[src/rtl/imem_arbiter.sv]
// Instruction-memory port arbiter between CPU fetch and program loader.
// Round-robin on contention, exclusive loader bursts under lock, 1-cycle response pipeline.
module imem_arbiter #(
    parameter int unsigned DATA_WIDTH = 32,
    parameter int unsigned IDX_WIDTH  = 8
) (
    input  logic                  clk,
    input  logic                  reset,
    input  logic                  f_req,
    input  logic [31:0]           f_addr,
    output logic                  f_gnt,
    output logic                  f_rvalid,
    output logic [DATA_WIDTH-1:0] f_rdata,
    output logic                  cpu_stall,
    input  logic                  l_req,
    input  logic                  l_we,
    input  logic [31:0]           l_addr,
    input  logic [DATA_WIDTH-1:0] l_wdata,
    input  logic                  l_lock,
    output logic                  l_gnt,
    output logic                  l_rvalid,
    output logic [DATA_WIDTH-1:0] l_rdata,
    output logic                  locked,
    output logic                  mem_en,
    output logic                  mem_we,
    output logic [IDX_WIDTH-1:0]  mem_idx,
    output logic [DATA_WIDTH-1:0] mem_wdata,
    input  logic [DATA_WIDTH-1:0] mem_rdata
);

    typedef enum logic {ARB = 1'b0, LOCK = 1'b1} state_t;

    // rr holds the winner of the last contested cycle
    localparam logic RR_FETCH  = 1'b0;
    localparam logic RR_LOADER = 1'b1;

    state_t state;
    logic   rr;
    logic   resp_f;
    logic   resp_l;
    logic   resp_rd;
    logic   in_arb;
    logic   contest;
    logic   unused_addr_bits;

    assign in_arb  = (state == ARB);
    assign contest = in_arb & f_req & l_req;

    // Grant decision; everything is forced low while reset is asserted
    always_comb begin
        f_gnt = 1'b0;
        l_gnt = 1'b0;
        if (reset) begin
            if (!in_arb) begin
                l_gnt = l_req;
            end else if (contest) begin
                f_gnt = (rr == RR_LOADER);
                l_gnt = (rr == RR_FETCH);
            end else begin
                f_gnt = f_req;
                l_gnt = l_req;
            end
        end
    end

    assign cpu_stall = reset & f_req & ~f_gnt;
    assign locked    = (state == LOCK);

    assign mem_en    = f_gnt | l_gnt;
    assign mem_we    = l_gnt & l_we;
    assign mem_idx   = f_gnt ? f_addr[IDX_WIDTH+1:2] :
                       l_gnt ? l_addr[IDX_WIDTH+1:2] : '0;
    assign mem_wdata = l_gnt ? l_wdata : '0;

    assign f_rvalid  = resp_f;
    assign f_rdata   = resp_f ? mem_rdata : '0;
    assign l_rvalid  = resp_l;
    assign l_rdata   = (resp_l & resp_rd) ? mem_rdata : '0;

    assign unused_addr_bits = ^{f_addr[31:IDX_WIDTH+2], f_addr[1:0],
                                l_addr[31:IDX_WIDTH+2], l_addr[1:0]};

    // Lock FSM, round-robin pointer and response flags
    always_ff @(posedge clk or negedge reset) begin
        if (!reset) begin
            state   <= ARB;
            rr      <= RR_LOADER;
            resp_f  <= 1'b0;
            resp_l  <= 1'b0;
            resp_rd <= 1'b0;
        end else begin
            resp_f  <= f_gnt;
            resp_l  <= l_gnt;
            resp_rd <= l_gnt & ~l_we;
            case (state)
                ARB: begin
                    if (contest) begin
                        rr <= l_gnt ? RR_LOADER : RR_FETCH;
                    end
                    if (l_lock) begin
                        state <= LOCK;
                    end
                end
                LOCK: begin
                    if (!l_lock) begin
                        state <= ARB;
                        rr    <= RR_LOADER;
                    end
                end
                default: state <= ARB;
            endcase
        end
    end

endmodule

[config.mk]
export PLATFORM = sky130hd
export DESIGN_NAME = imem_arbiter
export DESIGN_NICKNAME = d
export VERILOG_FILES = /design/src/rtl/imem_arbiter.sv
export SDC_FILE = /design/constraint.sdc
export NUM_CORES = 1
export LEC_CHECK = 0
export CORE_AREA = 2 2 95 97
export DETAILED_ROUTE_END_ITERATION = 10
export DIE_AREA = 0 0 97 99
export GPL_ROUTABILITY_DRIVEN = 1
export SLEW_MARGIN = 20
export SYNTH_ARGS = -nofsm -noshare
export SYNTH_HDL_FRONTEND = slang
export SYNTH_SLANG_ARGS = --single-unit
[constraint.sdc]
create_clock -name clk -period 1.3 [get_ports clk]
set_clock_uncertainty 0.1 [all_clocks]
set_input_delay 0.195 -clock clk [delete_from_list [all_inputs] [get_ports clk]]
set_output_delay 0.195 -clock clk [all_outputs]
set_load 0.02 [all_outputs]
Word-level counts from Yosys, hierarchy flattened --
Index checks and enable logic that the tools add are counted.
Word-level totals: bits in registers 5, input bits 134, output and inout bits 112, logic and storage cells 36
Operators by class: equal/unequal tests 2, multiplexer cells 16, bitwise logic cells 12, reductions and logical operators 1
Operators by type and width (count):
- 32-bit two-way mux | 3
- 8-bit two-way mux | 2
- 1-bit two-way mux | 10
- 1-bit AND | 7
- 1-bit NOT | 4
- 2-bit by 1-bit inequality test with 1-bit output (second input constant) | 1
- 2-bit inequality test (second input constant) | 1
- 1-bit case mux with 2 select lines | 1
- 2-bit AND reduction | 1
- 1-bit bitwise OR | 1

Logic depth before layout (Yosys ltp) --
depth after elaboration 9, mapped depth 4, gate-level depth less buffers 3

Worst setup path before layout --
No wires, ideal clock.
path kind reg-to-output, from reg state (netlist: locked), to out mem_idx[0], arrival time 1.240 ns, data required time 1.005 ns, slack -0.235 ns, cell stages (with the launch flop) 5, cells stage by stage dfrtp_1 -> nand3b_1 -> a21oi_1 -> buf_4 -> a22o_1
RTL lines:
- from (decl) | RTL line 37 | state_t state;
- from (signal assigned) | RTL line 86 | state <= ARB;
- from (signal assigned) | RTL line 101 | state <= LOCK;
- from (signal assigned) | RTL line 106 | state <= ARB;
- 1-bit NOT
- 1-bit AND (2 in series) | RTL line 47 | assign contest = in_arb & f_req & l_req;
- 1-bit two-way mux | RTL line 56 | end else if (contest) begin
- 1-bit two-way mux (*) | RTL line 54 | if (!in_arb) begin
- 1-bit two-way mux (*) | RTL line 53 | if (reset) begin
- named net f_gnt | RTL line 11 | output logic f_gnt,
- 8-bit two-way mux (*) | RTL line 71 | assign mem_idx = f_gnt ? f_addr[IDX_WIDTH+1:2] :
- to (decl) | RTL line 26 | output logic [IDX_WIDTH-1:0] mem_idx,
Mark *: on every way through the listed nets, which the timed path passes. The rest lies on a longest branch.

Worst setup path after layout --
from reg rr, to out mem_idx[0]
Between the ends: cells in the longest elaborated chain, start to end 6
Ends and longest elaborated chain:
- from (decl) | RTL line 38 | logic rr;
- from (signal assigned) | RTL line 98 | rr <= l_gnt ? RR_LOADER : RR_FETCH;
- 1-bit NOT | RTL line 58 | l_gnt = (rr == RR_FETCH);
- 1-bit two-way mux | RTL line 56
- 1-bit two-way mux | RTL line 54
- 1-bit two-way mux | RTL line 53
- 8-bit two-way mux | RTL line 72 | l_gnt ? l_addr[IDX_WIDTH+1:2] : '0;
- 8-bit two-way mux (*) | RTL line 71
Mark *: on every way between the ends. The rest lies on a longest branch, timed or not.

==> qor.yml <==
status: "finished with violations"
violations: "negative setup slack"
routed_wl_um: 6779
rr_endpoint: "resp_rd"
dr.pass1.iters: 4
ys.flop_type: "dfrtp_1"
gr-total-overflow: 0
ys_top_cells_by_count: "and2_1, and3_1, clkbuf_1, a22o_1"
ys_async_sr_fraction: 1.000
dp.cells: 443
ys_seq_elements: 5
n_fill_cell: 746
port_buffers: 197
period_needed_ns: 1.819
synth_most_common_cell: "and2_1"
final_cell_area_mm2: 0.004144
track_usage: 0.1237
wire_per_inst_um: 14.12
max_clock_freq_ghz: 0.5498
grt_pass1_vias: 1913
reg2reg_from: "rr"
die_h_um: 99
cts_buffers: 3
coreArea_mm2: 0.008551
gp_congestion: 0.7769
netlist_top_cells_area: "and2_1, and3_1, dfrtp_1"
layout.cells.non_filler: 480
synth_cells: 138
setup_viol: 113
cts_tree: "yes"
period_share: 1.399
clk_pin_slew_ns: 0.03
setup_ws_ns: -0.5187
drt_iter0_markers: 14
tns_ns: -31.64
cts-root-buf: "clkbuf_8"
hold_path_end: "locked"
grt_pass1_wl_um: 9825
die_area_mm2: 0.009603
yosysUniqueCellTypes: 19
cts.path.max_buffers: 2
path_max_fanout: 6
reg2reg_depth: 5
die_w_um: 97
cp.arrival_ns: 1.52
worst_setup_path_start_kind: "flip-flop"
layout.nets: 507
required_ns: 1.00
hold_path_class: "primary input to flip-flop"
synth_top_area_cell: "and2_1"
drive_above_1_share: 0.7419
antenna_cells: 0
grt_max_degree: 33
cap_viol_max_count: 0
antenna_found_initial: 0
rsz0062_at_grt: "yes"
syn_area_um2: 983.4
finalHoldViolCount: 0
seqCellArea_um2: 128.9
drv_slew: 0
end_kind: "primary output"
ff2ff_setup_slack_ns: -0.10
hp-start: "l_lock"
clkLatencyLatePin_ns: 0.22
rows: 34
timing.hold.worst_path_depth: 1
leakagePower_nw: 1.935
maxSlewHeadroom: 0.8671
drc: 0
htree_levels: 1
num_vias: 1908
tightest_slew_ns: 0.1994
yosysSeqAreaShare: 0.1285
dp_slack_ns: -1.008
areaGrowthSynthToFinish_pct: 321.4
synth_warnings: 0
drt-vias-per-instance: 3.975
syn_nets: 272
pin_count: 246
initial_core_util: 0.1150
critPathKind: "flip-flop to primary output"
p_total_mw: 1.588
ant_nets: 0
dpl.hpwl_um: 4596
syn_area_per_cell_um2: 7.126
multi_input_area_mm2: 0.001177
cts.sinks: 5
powerDensity_mw_per_mm2: 383.3
postPlaceCellArea_mm2: 0.003337
ir_drop_uv: 580.0
synth_edf_count: 0
post-synth-top-area-fraction: 0.4135
## power by group
part           total (mW)  internal (mW)  switching (mW)
logic                1.12          0.707           0.414
clock network       0.285          0.210          0.0745
registers           0.182          0.169          0.0137
total                1.59           1.09           0.502
## critical path, stage by stage, from the launching register on
cell	delay, ns
dfstp_2	0.55
a31oi_4	0.11
buf_6	0.16
buf_12	0.13
a22o_4	0.23
buf_6	0.13
## per-layer routing
metal | up-vias | wire length, um | track usage
met1 | 863 | 2403 | 0.1338
met2 | 108 | 3780 | 0.2447
li1 | 929 | - | -
met3 | 8 | 504 | 0.03404
met4 | 0 | 91 | 0.01625
met5 | - | 0 | 0
## layout by cell type, fill, tap and decap left out, drive strengths merged
| cell | instances |
|---|---|
| inv | 2 |
| nor2 | 1 |
| clkdlybuf4s50 | 82 |
| a21oi | 1 |
| dfrtp | 4 |
| nand2 | 4 |
| buf | 157 |
| nor3b | 1 |
| clkbuf | 5 |
| and2 | 65 |
| dlygate4sd2 | 3 |
| dlygate4sd3 | 1 |
| a221o | 1 |
| a31oi | 1 |
| and2b | 1 |
| and3 | 32 |
| or2 | 1 |
| nand3b | 1 |
| a22o | 8 |
| dfstp | 1 |
## metrics by stage
step	hold slack (ns)	utilization
after floorplan	-0.2006	-
after global placement	0.4468	0.3903
final	0.3402	0.4846
after CTS	0.3344	0.4423
after global routing	0.3564	0.4846
after detailed placement	0.4749	0.3903
## registers in the layout, summed over array words and instances (netlist names)
register and flops:
l_rvalid 1, rr 1, locked 1, resp_rd 1
f_rvalid 1
## final cells by class
type,count,area share
Inverter,2,0.001812
Sequential cell,5,0.03110
Clock buffer,4,0.01087
Timing Repair Buffer,244,0.6395
Multi-Input combinational cell,117,0.2841
Tap cell,108,0.03261
## worst max-delay path by stage
stage          startpoint             to  depth (start not counted)
2_1_floorplan      locked  mem_wdata[22]                          4
3_3_place_gp        reset  mem_wdata[24]                          6
3_5_place_dp        reset  mem_wdata[26]                          6
4_1_cts                rr     mem_idx[3]                          5
5_1_grt                rr     mem_idx[1]                          5
6_report               rr     mem_idx[0]                          5
## logic make-up (layout without fill, tap and decap cells)
kind of cell | count (synthesis) | count (layout) | synth area share
AOI/OAI and AO/OA | 11 | 11 | 0.1081
and+or+nand+nor | 106 | 106 | 0.6679
buffers and inverters | 16 | 250 | 0.09542
DFF | 5 | 5 | 0.1285
## repair_timing
action,CTS,global route
resized for setup,660,109
pin swaps,22,25
gates cloned,8,2
setup buffers,24,5
hold buffers,1,0
endpoints found under the setup margin,114,113
endpoints found under the hold margin,4,0
Note: power is estimated with default switching activity, not from simulation.
